**src/rtl/ps2_rx_fifo_pkg.sv**
```systemverilog
`default_nettype none
// ============================================================================
// Module   : ps2_pkg
// Purpose  : Shared PS/2 frame constants, receiver state codes, parity helper.
// Revision : 1.0
// ============================================================================
package ps2_pkg;

  localparam int PS2_DATA_BITS  = 8;
  localparam int PS2_FRAME_BITS = 11;

  localparam logic [1:0] S_IDLE    = 2'd0;
  localparam logic [1:0] S_RECEIVE = 2'd1;
  localparam logic [1:0] S_CHECK   = 2'd2;

  // Parity bit value that makes the total number of ones in data+parity odd.
  function automatic logic ps2_odd_parity(input logic [PS2_DATA_BITS-1:0] data);
    return ~(^data);
  endfunction

endpackage
`default_nettype wire

```
**src/rtl/ps2_byte_fifo.sv**
```systemverilog
`default_nettype none
// ============================================================================
// Module   : ps2_byte_fifo
// Purpose  : Synchronous first-word-fall-through FIFO; push and pop may coincide.
// Revision : 1.0
// ============================================================================
module ps2_byte_fifo #(
  parameter int WIDTH = 8,
  parameter int DEPTH = 8
) (
  input  logic                     clk,
  input  logic                     reset,
  input  logic                     push,
  input  logic [WIDTH-1:0]         wr_data,
  input  logic                     pop,
  output logic [WIDTH-1:0]         rd_data,
  output logic                     full,
  output logic                     empty,
  output logic [$clog2(DEPTH):0]   count
);

  localparam int PTR_W = $clog2(DEPTH);
  localparam int CNT_W = PTR_W + 1;
  localparam logic [CNT_W-1:0] c_depth = CNT_W'(DEPTH);

  logic [WIDTH-1:0] r_mem [DEPTH];
  logic [PTR_W-1:0] r_wr_ptr;
  logic [PTR_W-1:0] r_rd_ptr;
  logic [CNT_W-1:0] r_count;
  logic             w_pop_ok;
  logic             w_push_ok;

  assign empty     = (r_count == '0);
  assign full      = (r_count == c_depth);
  assign count     = r_count;
  assign w_pop_ok  = pop & ~empty;
  // A full FIFO still accepts a push when the head leaves in the same cycle.
  assign w_push_ok = push & (~full | w_pop_ok);
  assign rd_data   = empty ? '0 : r_mem[r_rd_ptr];

  always_ff @(posedge clk) begin
    if (w_push_ok) begin
      r_mem[r_wr_ptr] <= wr_data;
    end
  end

  always_ff @(posedge clk or negedge reset) begin
    if (!reset) begin
      r_wr_ptr <= '0;
      r_rd_ptr <= '0;
      r_count  <= '0;
    end else begin
      if (w_push_ok) begin
        r_wr_ptr <= r_wr_ptr + PTR_W'(1);
      end
      if (w_pop_ok) begin
        r_rd_ptr <= r_rd_ptr + PTR_W'(1);
      end
      case ({w_push_ok, w_pop_ok})
        2'b10:   r_count <= r_count + CNT_W'(1);
        2'b01:   r_count <= r_count - CNT_W'(1);
        default: r_count <= r_count;
      endcase
    end
  end

endmodule
`default_nettype wire

```
**src/rtl/ps2_rx_fifo.sv**
```systemverilog
`default_nettype none
// ============================================================================
// Module   : ps2_rx_fifo
// Purpose  : PS/2 device-to-host receiver with glitch filter, timeout, byte FIFO.
// Revision : 1.0
// ============================================================================
module ps2_rx_fifo
  import ps2_pkg::*;
#(
  parameter int SAMPLE_DIV      = 50,
  parameter int SYNC_STAGES     = 2,
  parameter int FILTER_LEN      = 4,
  parameter int FIFO_DEPTH      = 8,
  parameter int TIMEOUT_SAMPLES = 4000
) (
  input  logic                          clk,
  input  logic                          reset,
  input  logic                          PS2_enable,
  input  logic                          PS2C,
  input  logic                          PS2D,
  output logic [7:0]                    o_key_data,
  output logic                          o_key_valid,
  input  logic                          i_key_ready,
  output logic [$clog2(FIFO_DEPTH):0]   o_fifo_count,
  output logic                          o_error_parity,
  output logic                          o_error_frame,
  output logic                          o_error_timeout,
  output logic                          o_overflow,
  input  logic                          i_error_clear,
  output logic                          o_busy
);

  localparam int DIV_W   = $clog2(SAMPLE_DIV);
  localparam int TMR_W   = $clog2(TIMEOUT_SAMPLES + 1);
  localparam int SHIFT_W = PS2_FRAME_BITS - 1;
  localparam logic [DIV_W-1:0] c_div_last = DIV_W'(SAMPLE_DIV - 1);
  localparam logic [TMR_W-1:0] c_tmr_last = TMR_W'(TIMEOUT_SAMPLES - 1);
  localparam logic [3:0]       c_bit_last = 4'(SHIFT_W - 1);

  logic [SYNC_STAGES-1:0] r_c_sync;
  logic [SYNC_STAGES-1:0] r_d_sync;
  logic                   w_c_synced;
  logic                   w_d_synced;

  logic [DIV_W-1:0]       r_div;
  logic                   w_strobe;

  logic [FILTER_LEN-1:0]  r_hist;
  logic [FILTER_LEN-1:0]  w_hist_next;
  logic                   r_filt;
  logic                   w_fall;

  logic [1:0]             r_state, w_state_nxt;
  logic [3:0]             r_bit_cnt, w_bit_cnt_nxt;
  logic [TMR_W-1:0]       r_timer, w_timer_nxt;
  logic [SHIFT_W-1:0]     r_shift, w_shift_nxt;

  logic w_set_frame, w_set_parity, w_set_timeout, w_set_overflow;
  logic w_push, w_pop, w_fifo_full, w_fifo_empty;
  logic r_err_frame, r_err_parity, r_err_timeout, r_overflow;

  always_ff @(posedge clk or negedge reset) begin
    if (!reset) begin
      r_c_sync <= '1;
      r_d_sync <= '1;
    end else begin
      r_c_sync <= {r_c_sync[SYNC_STAGES-2:0], PS2C};
      r_d_sync <= {r_d_sync[SYNC_STAGES-2:0], PS2D};
    end
  end

  assign w_c_synced = r_c_sync[SYNC_STAGES-1];
  assign w_d_synced = r_d_sync[SYNC_STAGES-1];

  always_ff @(posedge clk or negedge reset) begin
    if (!reset) begin
      r_div <= '0;
    end else if (!PS2_enable || r_div == c_div_last) begin
      r_div <= '0;
    end else begin
      r_div <= r_div + DIV_W'(1);
    end
  end

  assign w_strobe = PS2_enable & (r_div == c_div_last);

  generate
    if (FILTER_LEN == 1) begin : g_hist_single
      assign w_hist_next = w_c_synced;
    end else begin : g_hist_shift
      assign w_hist_next = {r_hist[FILTER_LEN-2:0], w_c_synced};
    end
  endgenerate

  // The edge is reported on the same strobe that commits the filtered level low.
  assign w_fall = w_strobe & r_filt & (w_hist_next == '0);

  always_ff @(posedge clk or negedge reset) begin
    if (!reset) begin
      r_hist <= '1;
      r_filt <= 1'b1;
    end else if (!PS2_enable) begin
      r_hist <= '1;
      r_filt <= 1'b1;
    end else if (w_strobe) begin
      r_hist <= w_hist_next;
      if (w_hist_next == '1) begin
        r_filt <= 1'b1;
      end else if (w_hist_next == '0) begin
        r_filt <= 1'b0;
      end
    end
  end

  always_comb begin
    w_state_nxt    = r_state;
    w_bit_cnt_nxt  = r_bit_cnt;
    w_timer_nxt    = r_timer;
    w_shift_nxt    = r_shift;
    w_set_frame    = 1'b0;
    w_set_parity   = 1'b0;
    w_set_timeout  = 1'b0;
    w_set_overflow = 1'b0;
    w_push         = 1'b0;
    if (!PS2_enable) begin
      w_state_nxt   = S_IDLE;
      w_bit_cnt_nxt = '0;
      w_timer_nxt   = '0;
    end else begin
      case (r_state)
        S_IDLE: begin
          if (w_fall) begin
            if (!w_d_synced) begin
              w_state_nxt   = S_RECEIVE;
              w_bit_cnt_nxt = '0;
              w_timer_nxt   = '0;
            end else begin
              w_set_frame = 1'b1;
            end
          end
        end
        S_RECEIVE: begin
          if (w_fall) begin
            // LSB-first: after the stop bit, data sits in [7:0], parity [8], stop [9].
            w_shift_nxt   = {w_d_synced, r_shift[SHIFT_W-1:1]};
            w_bit_cnt_nxt = r_bit_cnt + 4'd1;
            w_timer_nxt   = '0;
            if (r_bit_cnt == c_bit_last) begin
              w_state_nxt = S_CHECK;
            end
          end else if (w_strobe) begin
            if (r_timer == c_tmr_last) begin
              w_set_timeout = 1'b1;
              w_state_nxt   = S_IDLE;
              w_timer_nxt   = '0;
            end else begin
              w_timer_nxt = r_timer + TMR_W'(1);
            end
          end
        end
        S_CHECK: begin
          w_state_nxt = S_IDLE;
          if (!r_shift[SHIFT_W-1]) begin
            w_set_frame = 1'b1;
          end else if (r_shift[PS2_DATA_BITS] != ps2_odd_parity(r_shift[PS2_DATA_BITS-1:0])) begin
            w_set_parity = 1'b1;
          end else if (w_fifo_full && !w_pop) begin
            w_set_overflow = 1'b1;
          end else begin
            w_push = 1'b1;
          end
        end
        default: w_state_nxt = S_IDLE;
      endcase
    end
  end

  always_ff @(posedge clk or negedge reset) begin
    if (!reset) begin
      r_state   <= S_IDLE;
      r_bit_cnt <= '0;
      r_timer   <= '0;
      r_shift   <= '0;
    end else begin
      r_state   <= w_state_nxt;
      r_bit_cnt <= w_bit_cnt_nxt;
      r_timer   <= w_timer_nxt;
      r_shift   <= w_shift_nxt;
    end
  end

  // Set takes priority over a coincident clear.
  always_ff @(posedge clk or negedge reset) begin
    if (!reset) begin
      r_err_frame   <= 1'b0;
      r_err_parity  <= 1'b0;
      r_err_timeout <= 1'b0;
      r_overflow    <= 1'b0;
    end else begin
      r_err_frame   <= w_set_frame    | (r_err_frame   & ~i_error_clear);
      r_err_parity  <= w_set_parity   | (r_err_parity  & ~i_error_clear);
      r_err_timeout <= w_set_timeout  | (r_err_timeout & ~i_error_clear);
      r_overflow    <= w_set_overflow | (r_overflow    & ~i_error_clear);
    end
  end

  assign w_pop = ~w_fifo_empty & i_key_ready;

  ps2_byte_fifo #(
    .WIDTH (PS2_DATA_BITS),
    .DEPTH (FIFO_DEPTH)
  ) u_fifo (
    .clk     (clk),
    .reset   (reset),
    .push    (w_push),
    .wr_data (r_shift[PS2_DATA_BITS-1:0]),
    .pop     (w_pop),
    .rd_data (o_key_data),
    .full    (w_fifo_full),
    .empty   (w_fifo_empty),
    .count   (o_fifo_count)
  );

  assign o_key_valid     = ~w_fifo_empty;
  assign o_error_parity  = r_err_parity;
  assign o_error_frame   = r_err_frame;
  assign o_error_timeout = r_err_timeout;
  assign o_overflow      = r_overflow;
  assign o_busy          = (r_state != S_IDLE);

endmodule
`default_nettype wire

```
**config.mk**
```make
export PLATFORM = sky130hd
export DESIGN_NAME = ps2_rx_fifo
export DESIGN_NICKNAME = d
export VERILOG_FILES = /design/src/rtl/ps2_rx_fifo_pkg.sv /design/src/rtl/ps2_byte_fifo.sv /design/src/rtl/ps2_rx_fifo.sv
export SDC_FILE = /design/constraint.sdc
export NUM_CORES = 1
export LEC_CHECK = 0
export BUFFER_PORTS_ARGS = -buffer_cell sky130_fd_sc_hd__buf_2
export CAP_MARGIN = 20
export CORE_ASPECT_RATIO = 0.8
export CORE_MARGIN = 2
export CORE_UTILIZATION = 41
export CTS_CLUSTER_DIAMETER = 50
export DETAILED_ROUTE_END_ITERATION = 7
export PLACE_DENSITY = 0.58
export SETUP_SLACK_MARGIN = 0.02
export SYNTH_ARGS = -nofsm -noshare
export SYNTH_HDL_FRONTEND = slang
export SYNTH_SLANG_ARGS = --single-unit
```
**constraint.sdc**
```tcl
create_clock -name clk -period 4.3 [get_ports clk]
set_input_delay 0.43 -clock clk [delete_from_list [all_inputs] [get_ports clk]]
set_output_delay 0.43 -clock clk [all_outputs]
set_load 0.03 [all_outputs]
```
==> impl_metrics.json, run 1 <==
{
  "drc": 0,
  "cp-end-kind": "flip-flop",
  "slew_violations": 0,
  "tns_ns": 0,
  "max_stage_delay_ns": 0.55,
  "grt_pass1_vias": 3220,
  "gp_congestion": 0.7403,
  "cap_violations": 0,
  "synth_ff_type": "edfxtp_1",
  "fmax_mhz": 308.7,
  "ctsRootBufferMaster": "clkbuf_16",
  "power_density_nw_per_um2": 509.5,
  "clk_path_buf_depth": 2,
  "crit_arrival_ns": 3.52,
  "first_pass_iters": 6,
  "ir_worst_vdd_v": 0.0002847,
  "p_seq_share_pct": 42.7,
  "crit_fanout": 11,
  "cts.clk_slew.worst_paths_ns": 0.06,
  "synth.most_common_cell": "edfxtp_1",
  "p_leak_uw": 0.002640,
  "grt_overflow": 0,
  "die-area_um2": 13820,
  "yosys-top-cells-count": "edfxtp_1 (64), dfrtp_1 (48), nand2_1 (30), nor2_1 (30), mux4_2 (16)",
  "crit_type": "flip-flop to flip-flop",
  "yosysTopAreaCellShare_pct": 36.36,
  "vias": 3165,
  "use_met3_pct": 4.162,
  "pin_count": 25,
  "port_buffers": 24,
  "yosys-top-cells-area": "edfxtp_1 (36%), dfrtp_1 (23%), mux4_2 (6.8%), dfstp_2 (4.0%), ha_1 (2.4%)",
  "ctsResizeCount": 0,
  "hold_buffers": 0,
  "synthCells": 379,
  "netSwitchingPower_uw": 833.8,
  "switching_share_pct": 26.01,
  "crit_path_frequent_cell": "xnor2_1",
  "cts_tree": "done",
  "die_w_um": 130.9,
  "post_cts_buffers": 0,
  "track_usage_pct": 16.77,
  "synthDistinctLibCells": 52,
  "grt_pass1_wl_um": 17180,
  "wl_um": 10410,
  "hold_path_class": "input port to flip-flop",
  "worst_pin_slew_ns": 0.9164,
  "max_slew_margin_pct": 38.68,
  "status": "finished clean",
  "async_flop_share_pct": 46.67,
  "clock_latency_ns": 0.41,
  "die_h_um": 105.6,
  "grt_max_degree": 57,
  "dp_slack_ns": 1.072,
  "antenna_found_initial": 0,
  "grt.met2_usage_pct": 23.66,
  "cp_slowest_cell": "dfrtp_1",
  "htreeDepth": 4,
  "dp_hpwl_um": 6789,
  "use_met1_pct": 25.08,
  "cts_buffers": 17,
  "rsz0062_at_grt": "no",
  "finalSetupViolCount": 0,
  "fin_ws_ns": 1.061,
  "pwr-share-comb_pct": 11.8,
  "avgSynthCellArea_um2": 13.94,
  "syn-cell-area_um2": 5285,
  "synth-seq-area-share_pct": 63.07,
  "worst-r2r-setup-slack_ns": 1.06,
  "worst_hold_slack_ns": 0.1194,
  "hold_viol": 0,
  "start_util_pct": 41.51,
  "synth_top_cell_by_area": "edfxtp_1",
  "p_clk_share_pct": 45.5,
  "drtIter0Drc": 265,
  "synth_seq_cells": 120,
  "fin_crit_ns": 3.239,
  "num_rows": 37,
  "fin_nets": 439,
  "core_um2": 12730,
  "wl_per_cell_um": 17.06,
  "clock-sinks": 120,
  "finalCritPeriodShare_pct": 75.33,
  "cp-start-kind": "flip-flop",
  "syn2layout_area_growth_pct": 19.06,
  "cp.required_ns": 4.58,
  "yosysWarningCount": 0,
  "vias_per_cell": 5.189,
  "busiest_layer": "met1",
  "n_antenna_cell": 0,
  "worst_clock_skew_ns": 0.008909,
  "layout-drive-gt1-share_pct": 23.22,
  "crit_chain": "xor2_1, xnor3_1, xnor2_1, nand3_1, ha_1, xor2_1, ha_1, a21oi_1, xnor2_1, nand2_1, xnor2_1",
  "synth_nets": 396,
  "antenna_left": 0,
  "p_int_uw": 2372,
  "synth_edf_count": 64
}
==> sequential cells by signal (all words and copies together) (netlist names) <==
signal	flops
r_state	2
r_div	6
r_filt	1
o_error_parity	1
o_error_timeout	1
o_error_frame	1
u_fifo.r_rd_ptr	3
r_shift	10
r_d_sync	2
u_fifo.count	4
r_bit_cnt	4
r_timer	12
r_hist	3
u_fifo.r_mem	64
o_overflow	1
r_c_sync	2
u_fifo.r_wr_ptr	3
==> worst max-delay path: cells and delay by family (launching register included) <==
family	cells	cell delay (ns)
simple gates	2	0.36
flops	1	0.55
compound gates	1	0.14
fa+ha+maj	2	0.54
xor+xnor	6	1.51
==> power by group through the flow <==
stage / clock (uW) / sequential, uW / combinational [uW]
floorplan: 0 / 1340 / 296
CTS: 1480 / 1370 / 389
detailed placement: 0 / 1400 / 388
global route: 1540 / 1380 / 423
global placement: 0 / 1430 / 315
finish: 1460 / 1370 / 379
==> path summary, 6_finish.rpt <==
kind / start / end / depth (start not counted)
worst max-delay path: r_shift[5] / u_fifo.count[2] / 11
worst min-delay path: PS2D / r_d_sync[0] / 1
worst max register to register: r_shift[5] / u_fifo.count[2] / 11
worst min register to register: r_d_sync[0] / r_d_sync[1] / 0
max in group asynchronous: reset / r_timer[1] / 2
min in group asynchronous: reset / r_div[0] / 2
==> metal layers <==
layer | vias to the layer above | part of all wire (%)
li1 | 1497 | -
met1 | 1593 | 51
met2 | 62 | 45
met3 | 13 | 3.2
met4 | 0 | 1.5
met5 | - | 0
==> cell type report <==
type / count / area [um^2]
timing repair buffer: 35 / 222.7
clock inverter: 14 / 172.7
inverter: 15 / 56.30
multi-input combinational: 233 / 1849
sequential: 120 / 3333
clock buffer: 18 / 439.2
fill: 1109 / 6439
tap: 175 / 219.0
==> kinds of logic (layout without fill, tap and decap cells) <==
| group | count (synthesis) | in the layout | synth area share (%) |
|---|---|---|---|
| muxes | 38 | 38 | 11.32 |
| AOI/OAI and AO/OA | 42 | 42 | 4.948 |
| adders and majority gates | 10 | 10 | 2.367 |
| DFF | 120 | 120 | 63.07 |
| buffers and inverters | 26 | 82 | 1.941 |
| and+or+nand+nor | 121 | 121 | 12.45 |
| xor gates and xnor gates | 22 | 22 | 3.906 |
==> per-stage QoR <==
step                std cells  instance area (um^2)  utilization, %  total power (uW)
global placement          577                  5653           44.40              1744
CTS                       610                  6292           49.43              3244
detailed placement        578                  5680           44.62              1783
finish                    610                  6292           49.43              3206
floorplan                 379                  5285               -              1635
global route              610                  6292           49.43              3349
==> layout by cell type, fill, tap and decap left out, drive strengths merged, types with 3 or more instances in the layout <==
cell / count
edfxtp: 64
dfrtp: 48
buf: 35
nor2: 30
nand2: 30
o21ai: 22
clkbuf: 18
inv: 18
mux4: 16
nand3: 14
mux2: 14
xnor2: 13
ha: 10
mux2i: 8
xor2: 8
nand2b: 8
dfstp: 8
nor3: 6
nand4: 6
nor4: 6
clkinvlp: 5
o31ai: 4
a21oi: 4
nand4b: 3
o22ai: 3
bufinv: 3
o211ai: 3
or4: 3
clkinv: 3
No activity file was read; power rests on OpenSTA's default activity.
==> inputs of run 2 (changes only) <==
--- a/config.mk
+++ b/config.mk
@@ -12,7 +12,7 @@
 export CORE_UTILIZATION = 41
 export CTS_CLUSTER_DIAMETER = 50
 export DETAILED_ROUTE_END_ITERATION = 7
-export PLACE_DENSITY = 0.58
+export PLACE_DENSITY = 0.6
 export SETUP_SLACK_MARGIN = 0.02
 export SYNTH_ARGS = -nofsm -noshare
 export SYNTH_HDL_FRONTEND = slang
==> constraint.sdc (replaced) <==
create_clock -name clk -period 2.85 [get_ports clk]
set_input_delay 0.285 -clock clk [delete_from_list [all_inputs] [get_ports clk]]
set_output_delay 0.285 -clock clk [all_outputs]
set_load 0.03 [all_outputs]
==> impl_metrics.json, run 2 (synthesis results as in run 1) <==
{
  "crit_type": "flip-flop to flip-flop",
  "clk_path_buf_depth": 2,
  "r2r_start": "r_shift[2]",
  "placed_area_um2": 5736,
  "cp.depth": 10,
  "num_rows": 37,
  "worst_pin_slew_ns": 0.9528,
  "final_common_cell": "edfxtp_1",
  "crit_chain": "xor2_1, xnor3_1, xnor2_1, nand3_2, ha_1, inv_1, mux2_2, o22ai_1, o211ai_1, xnor2_1",
  "crit_arrival_ns": 2.88,
  "rr_endpoint": "u_fifo.count[3]",
  "gp_congestion": 0.7921,
  "regMostFlops": "u_fifo.r_mem",
  "max_slew_margin_pct": 36.18,
  "hold_viol": 0,
  "first_pass_iters": 5,
  "die_w_um": 130.9,
  "cts_buffers": 17,
  "slew_violations": 0,
  "max_stage_delay_ns": 0.42,
  "p_seq_share_pct": 43.5,
  "final_area_um2": 6366,
  "pwr-share-comb_pct": 11.7,
  "wl_per_cell_um": 16.21,
  "htreeDepth": 4,
  "largest_registers": "u_fifo.r_mem (64), r_timer (12), r_shift (10)",
  "drc": 0,
  "ir_worst_vdd_v": 0.0004671,
  "cap_violations": 0,
  "path_buf_inv": 1,
  "setup.worst_path.end": "u_fifo.count[3]",
  "utilization_pct": 50.00,
  "grt_overflow": 0,
  "vias": 3212,
  "antenna_found_initial": 0,
  "start_util_pct": 41.51,
  "cp-end-kind": "flip-flop",
  "syn2layout_area_growth_pct": 20.45,
  "ctsRootBufferMaster": "clkbuf_16",
  "crit_family": "XOR/XNOR gates",
  "p_leak_uw": 0.002702,
  "n_antenna_cell": 0,
  "p_clk_share_pct": 44.8,
  "power_uw": 4696,
  "worst-r2r-setup-slack_ns": 0.26,
  "tns_ns": 0,
  "largest_register_ffs": 64,
  "vias_per_cell": 5.156,
  "antenna_left": 0,
  "pin_count": 25,
  "clock-sinks": 120,
  "post_cts_buffers": 0,
  "switching_share_pct": 26.57,
  "p_int_uw": 3448,
  "drtIter0Drc": 263,
  "cp.required_ns": 3.14,
  "fin_nets": 452,
  "min_path_cells": 2,
  "fin_crit_ns": 2.588,
  "finalSetupViolCount": 0,
  "core_um2": 12730,
  "reg2reg_depth": 10,
  "fill_cells": 1085,
  "status": "finished clean",
  "grt_pass1_vias": 3236,
  "dp_hpwl_um": 6811,
  "crit_path_frequent_cell": "xnor2_1",
  "worst_clock_skew_ns": 0.005424,
  "die_h_um": 105.6,
  "cp_slowest_cell": "xnor3_1",
  "power_density_nw_per_um2": 737.7,
  "grt_pass1_wl_um": 17030,
  "cp-start-kind": "flip-flop",
  "hold_path_class": "input port to flip-flop",
  "finalCritPeriodShare_pct": 90.79,
  "crit_fanout": 4,
  "track_usage_pct": 16.66,
  "cts_tree": "done",
  "port_buffers": 24,
  "clock_latency_ns": 0.41,
  "wl_um": 10100,
  "rsz0062_at_grt": "no",
  "final_cell_mix": "edfxtp_1 (64), dfrtp_1 (48), nor2_1 (30), nand2_1 (30), buf_2 (24)",
  "cts.clk_slew.worst_paths_ns": 0.06,
  "netSwitchingPower_uw": 1248,
  "grt_max_degree": 30,
  "fmax_mhz": 386.5,
  "layout-drive-gt1-share_pct": 25.22,
  "die-area_um2": 13820,
  "crit_start": "r_shift[2]"
}
[run 2: changes by cell type in the layout (fill, tap and decap cells not counted), sizes merged]
| cell | change |
|---|---|
| inv | +2 |
| clkbuf | -1 |
| dlygate4sd3 | +3 |
| bufinv | -1 |
| clkinvlp | -4 |
| clkinv | +4 |
| buf | +10 |
[run 2: cell type report]
cell class	instances	area [um^2]	area share (%)
Inverter	15	56.30	0.8844
Timing Repair Buffer	48	307.8	4.835
Tap cell	175	219.0	3.439
Clock buffer	17	425.4	6.682
Sequential cell	120	3333	52.36
Multi-Input combinational cell	233	1857	29.17
Clock inverter	15	167.7	2.634
[run 2: worst min path at each step]
stage	slack, ns	end	start
after floorplan	-0.01	o_error_frame	reset
after global placement	0.13	r_div[3]	reset
after detailed placement	0.14	r_div[3]	reset
after CTS	0.11	o_error_parity	i_error_clear
after global routing	0.12	o_error_parity	i_error_clear
final	0.13	o_error_parity	i_error_clear
[run 2: worst reg2reg max path, cell delays in order, from the launching register on]
cell and delay [ns]:
dfrtp_1 0.39, xor2_1 0.15, xnor3_1 0.42, xnor2_1 0.24
nand3_2 0.18, ha_1 0.28, inv_1 0.09, mux2_2 0.34
o22ai_1 0.13, o211ai_1 0.11, xnor2_1 0.14
[run 2: timing repair]
action,in CTS,in global routing
hold endpoints to repair,9,0
hold buffers,3,0
endpoints found under the setup margin,0,1
resized for setup,0,2
[run 2: power by group through the flow]
stage                     clock (uW)  sequential (uW)  combinational [uW]
after detailed placement           0             2080                 558
after floorplan                    0             2020                 447
after global placement             0             2070                 544
after CTS                       2140             2040                 561
final                           2100             2040                 552
after global routing            2230             2060                 615
[run 2: per-stage QoR]
stage	hold WS, ns	setup slack [ns]	instances
floorplan	-0.01059	0.08845	379
global placement	0.1333	0.2100	588
detailed placement	0.1402	0.1502	588
CTS	0.1106	0.1381	623
global route	0.1206	0.05572	623
finish	0.1289	0.2625	623
[run 2: per-layer routing]
| metal | vias to the layer above | track usage (%) | part of all wire, % |
|---|---|---|---|
| met5 | - | 0 | 0 |
| met4 | 0 | 7.143 | 1.6 |
| met3 | 13 | 4.822 | 5.8 |
| met2 | 71 | 23.51 | 45 |
| met1 | 1599 | 24.04 | 47 |
| li1 | 1529 | - | - |
==> inputs of run 3 (changes only) <==
--- a/config.mk
+++ b/config.mk
@@ -12,7 +12,7 @@
 export CORE_UTILIZATION = 41
 export CTS_CLUSTER_DIAMETER = 50
 export DETAILED_ROUTE_END_ITERATION = 7
-export PLACE_DENSITY = 0.6
+export PLACE_DENSITY_LB_ADDON = 0.3
 export SETUP_SLACK_MARGIN = 0.02
 export SYNTH_ARGS = -nofsm -noshare
 export SYNTH_HDL_FRONTEND = slang
==> impl_metrics.json, run 3 (synthesis results as in run 1) <==
{
  "status": "finished clean",
  "port_buffers": 24,
  "regMostFlops": "u_fifo.r_mem",
  "dp_slack_ns": 0.1314,
  "crit_arrival_ns": 2.94,
  "finalCritPeriodShare_pct": 93.06,
  "final_common_cell": "edfxtp_1",
  "fin_nets": 451,
  "vias": 3207,
  "cp-start-kind": "flip-flop",
  "fmax_mhz": 377.0,
  "drtIter0Drc": 244,
  "cap_violations": 0,
  "grt_pass1_vias": 3223,
  "vias_per_cell": 5.156,
  "syn2layout_area_growth_pct": 20.27,
  "die-area_um2": 13820,
  "worst_clock_skew_ns": 0.01150,
  "clk_path_buf_depth": 2,
  "cts_tree": "done",
  "fin_crit_ns": 2.652,
  "num_rows": 37,
  "wl_per_cell_um": 15.94,
  "hold_viol": 0,
  "gp_congestion": 0.8153,
  "dp_hpwl_um": 6660,
  "antenna_left": 0,
  "grt_max_degree": 31,
  "start_util_pct": 41.51,
  "crit_path_frequent_cell": "xnor2_1",
  "cp.required_ns": 3.13,
  "cp_slowest_cell": "xnor3_1",
  "clock-sinks": 120,
  "largest_register_ffs": 64,
  "ir_worst_vdd_v": 0.0005613,
  "die_w_um": 130.9,
  "finalSetupViolCount": 0,
  "layout-drive-gt1-share_pct": 24.16,
  "hold_path_class": "input port to flip-flop",
  "die_h_um": 105.6,
  "core_um2": 12730,
  "clock_latency_ns": 0.41,
  "largest_registers": "u_fifo.r_mem (64), r_timer (12), r_shift (10)",
  "tns_ns": 0,
  "max_stage_delay_ns": 0.44,
  "htreeDepth": 4,
  "power_uw": 4686,
  "antenna_found_initial": 0,
  "rsz0062_at_grt": "no",
  "wl_um": 9914,
  "final_cell_mix": "edfxtp_1 (64), dfrtp_1 (48), nor2_1 (30), nand2_1 (30), buf_2 (24)",
  "pin_count": 25,
  "fin_ws_ns": 0.1978,
  "crit_chain": "xor2_1, xnor3_1, xnor2_1, nand3_2, ha_2, xor2_1, ha_1, a21oi_1, xnor2_1, nand2_1, xnor2_1",
  "cts.clk_slew.worst_paths_ns": 0.05,
  "p_leak_uw": 0.002689,
  "power_density_nw_per_um2": 737.3,
  "slew_violations": 0,
  "first_pass_iters": 4,
  "drc": 0,
  "crit_fanout": 5,
  "grt_overflow": 0,
  "ctsRootBufferMaster": "clkbuf_16",
  "n_antenna_cell": 0,
  "cts_buffers": 17,
  "crit_type": "flip-flop to flip-flop",
  "cp-end-kind": "flip-flop",
  "max_slew_margin_pct": 37.22,
  "worst_pin_slew_ns": 0.9374,
  "track_usage_pct": 16.16,
  "grt_pass1_wl_um": 16680,
  "post_cts_buffers": 0
}
run 3: area by class of cell:
| cell class | instances | area, um^2 |
|---|---|---|
| clock inverter | 12 | 153.9 |
| fill | 1097 | 6375 |
| tap | 175 | 219.0 |
| inverter | 15 | 56.30 |
| timing repair buffer | 47 | 300.3 |
| multi-input combinational | 233 | 1857 |
| clock buffer | 20 | 436.7 |
| sequential | 120 | 3333 |
run 3: path summary, 6_finish.rpt:
path | depth (start not counted) | slack, ns | end | startpoint
min in group asynchronous | 2 | 0.43 | r_div[0] | reset
hold reg to reg | 0 | 0.36 | r_d_sync[1] | r_d_sync[0]
hold / removal | 2 | 0.14 | o_error_frame | i_error_clear
setup / recovery | 11 | 0.20 | u_fifo.count[2] | r_shift[2]
setup reg to reg | 11 | 0.20 | u_fifo.count[2] | r_shift[2]
max in group asynchronous | 3 | 1.55 | r_hist[0] | reset
run 3: worst max-delay path, delay by kind of cell, from the launching register on:
| family | cells | cell delay (ns) |
|---|---|---|
| xor gates and xnor gates | 6 | 1.26 |
| adders and majority gates | 2 | 0.46 |
| DFF | 1 | 0.38 |
| and+or+nand+nor | 2 | 0.26 |
| AOI/OAI and AO/OA | 1 | 0.15 |
run 3: metal layers:
metal | global-route usage, % | vias to the layer above | part of all wire, %
met2 | 24.18 | 69 | 47
met5 | 0 | - | 0
li1 | - | 1528 | -
met3 | 4.670 | 19 | 5.0
met1 | 22.28 | 1591 | 46
met4 | 6.459 | 0 | 1.8
run 3: power breakdown:
part	total, uW	switching (uW)	internal [uW]	leakage [uW]
combinational	542	277	265	0.000926
sequential	2040	159	1880	0.00148
clock	2110	735	1370	0.000282
total	4690	1170	3520	0.00269
run 3: stage by stage:
stage | hold slack, ns | util (%) | cell area [um^2] | cells
after floorplan | -0.01059 | - | 5285 | 379
after global placement | 0.3317 | 44.99 | 5728 | 587
after detailed placement | 0.3377 | 44.99 | 5728 | 587
after CTS | 0.1163 | 49.87 | 6349 | 622
after global routing | 0.1369 | 49.93 | 6356 | 622
final | 0.1379 | 49.93 | 6356 | 622
run 3: what timing repair did:
item | in CTS | in global routing
setup endpoints to repair | 0 | 2
hold buffers | 3 | 0
resized for setup | 0 | 2
endpoints found under the hold margin | 24 | 0
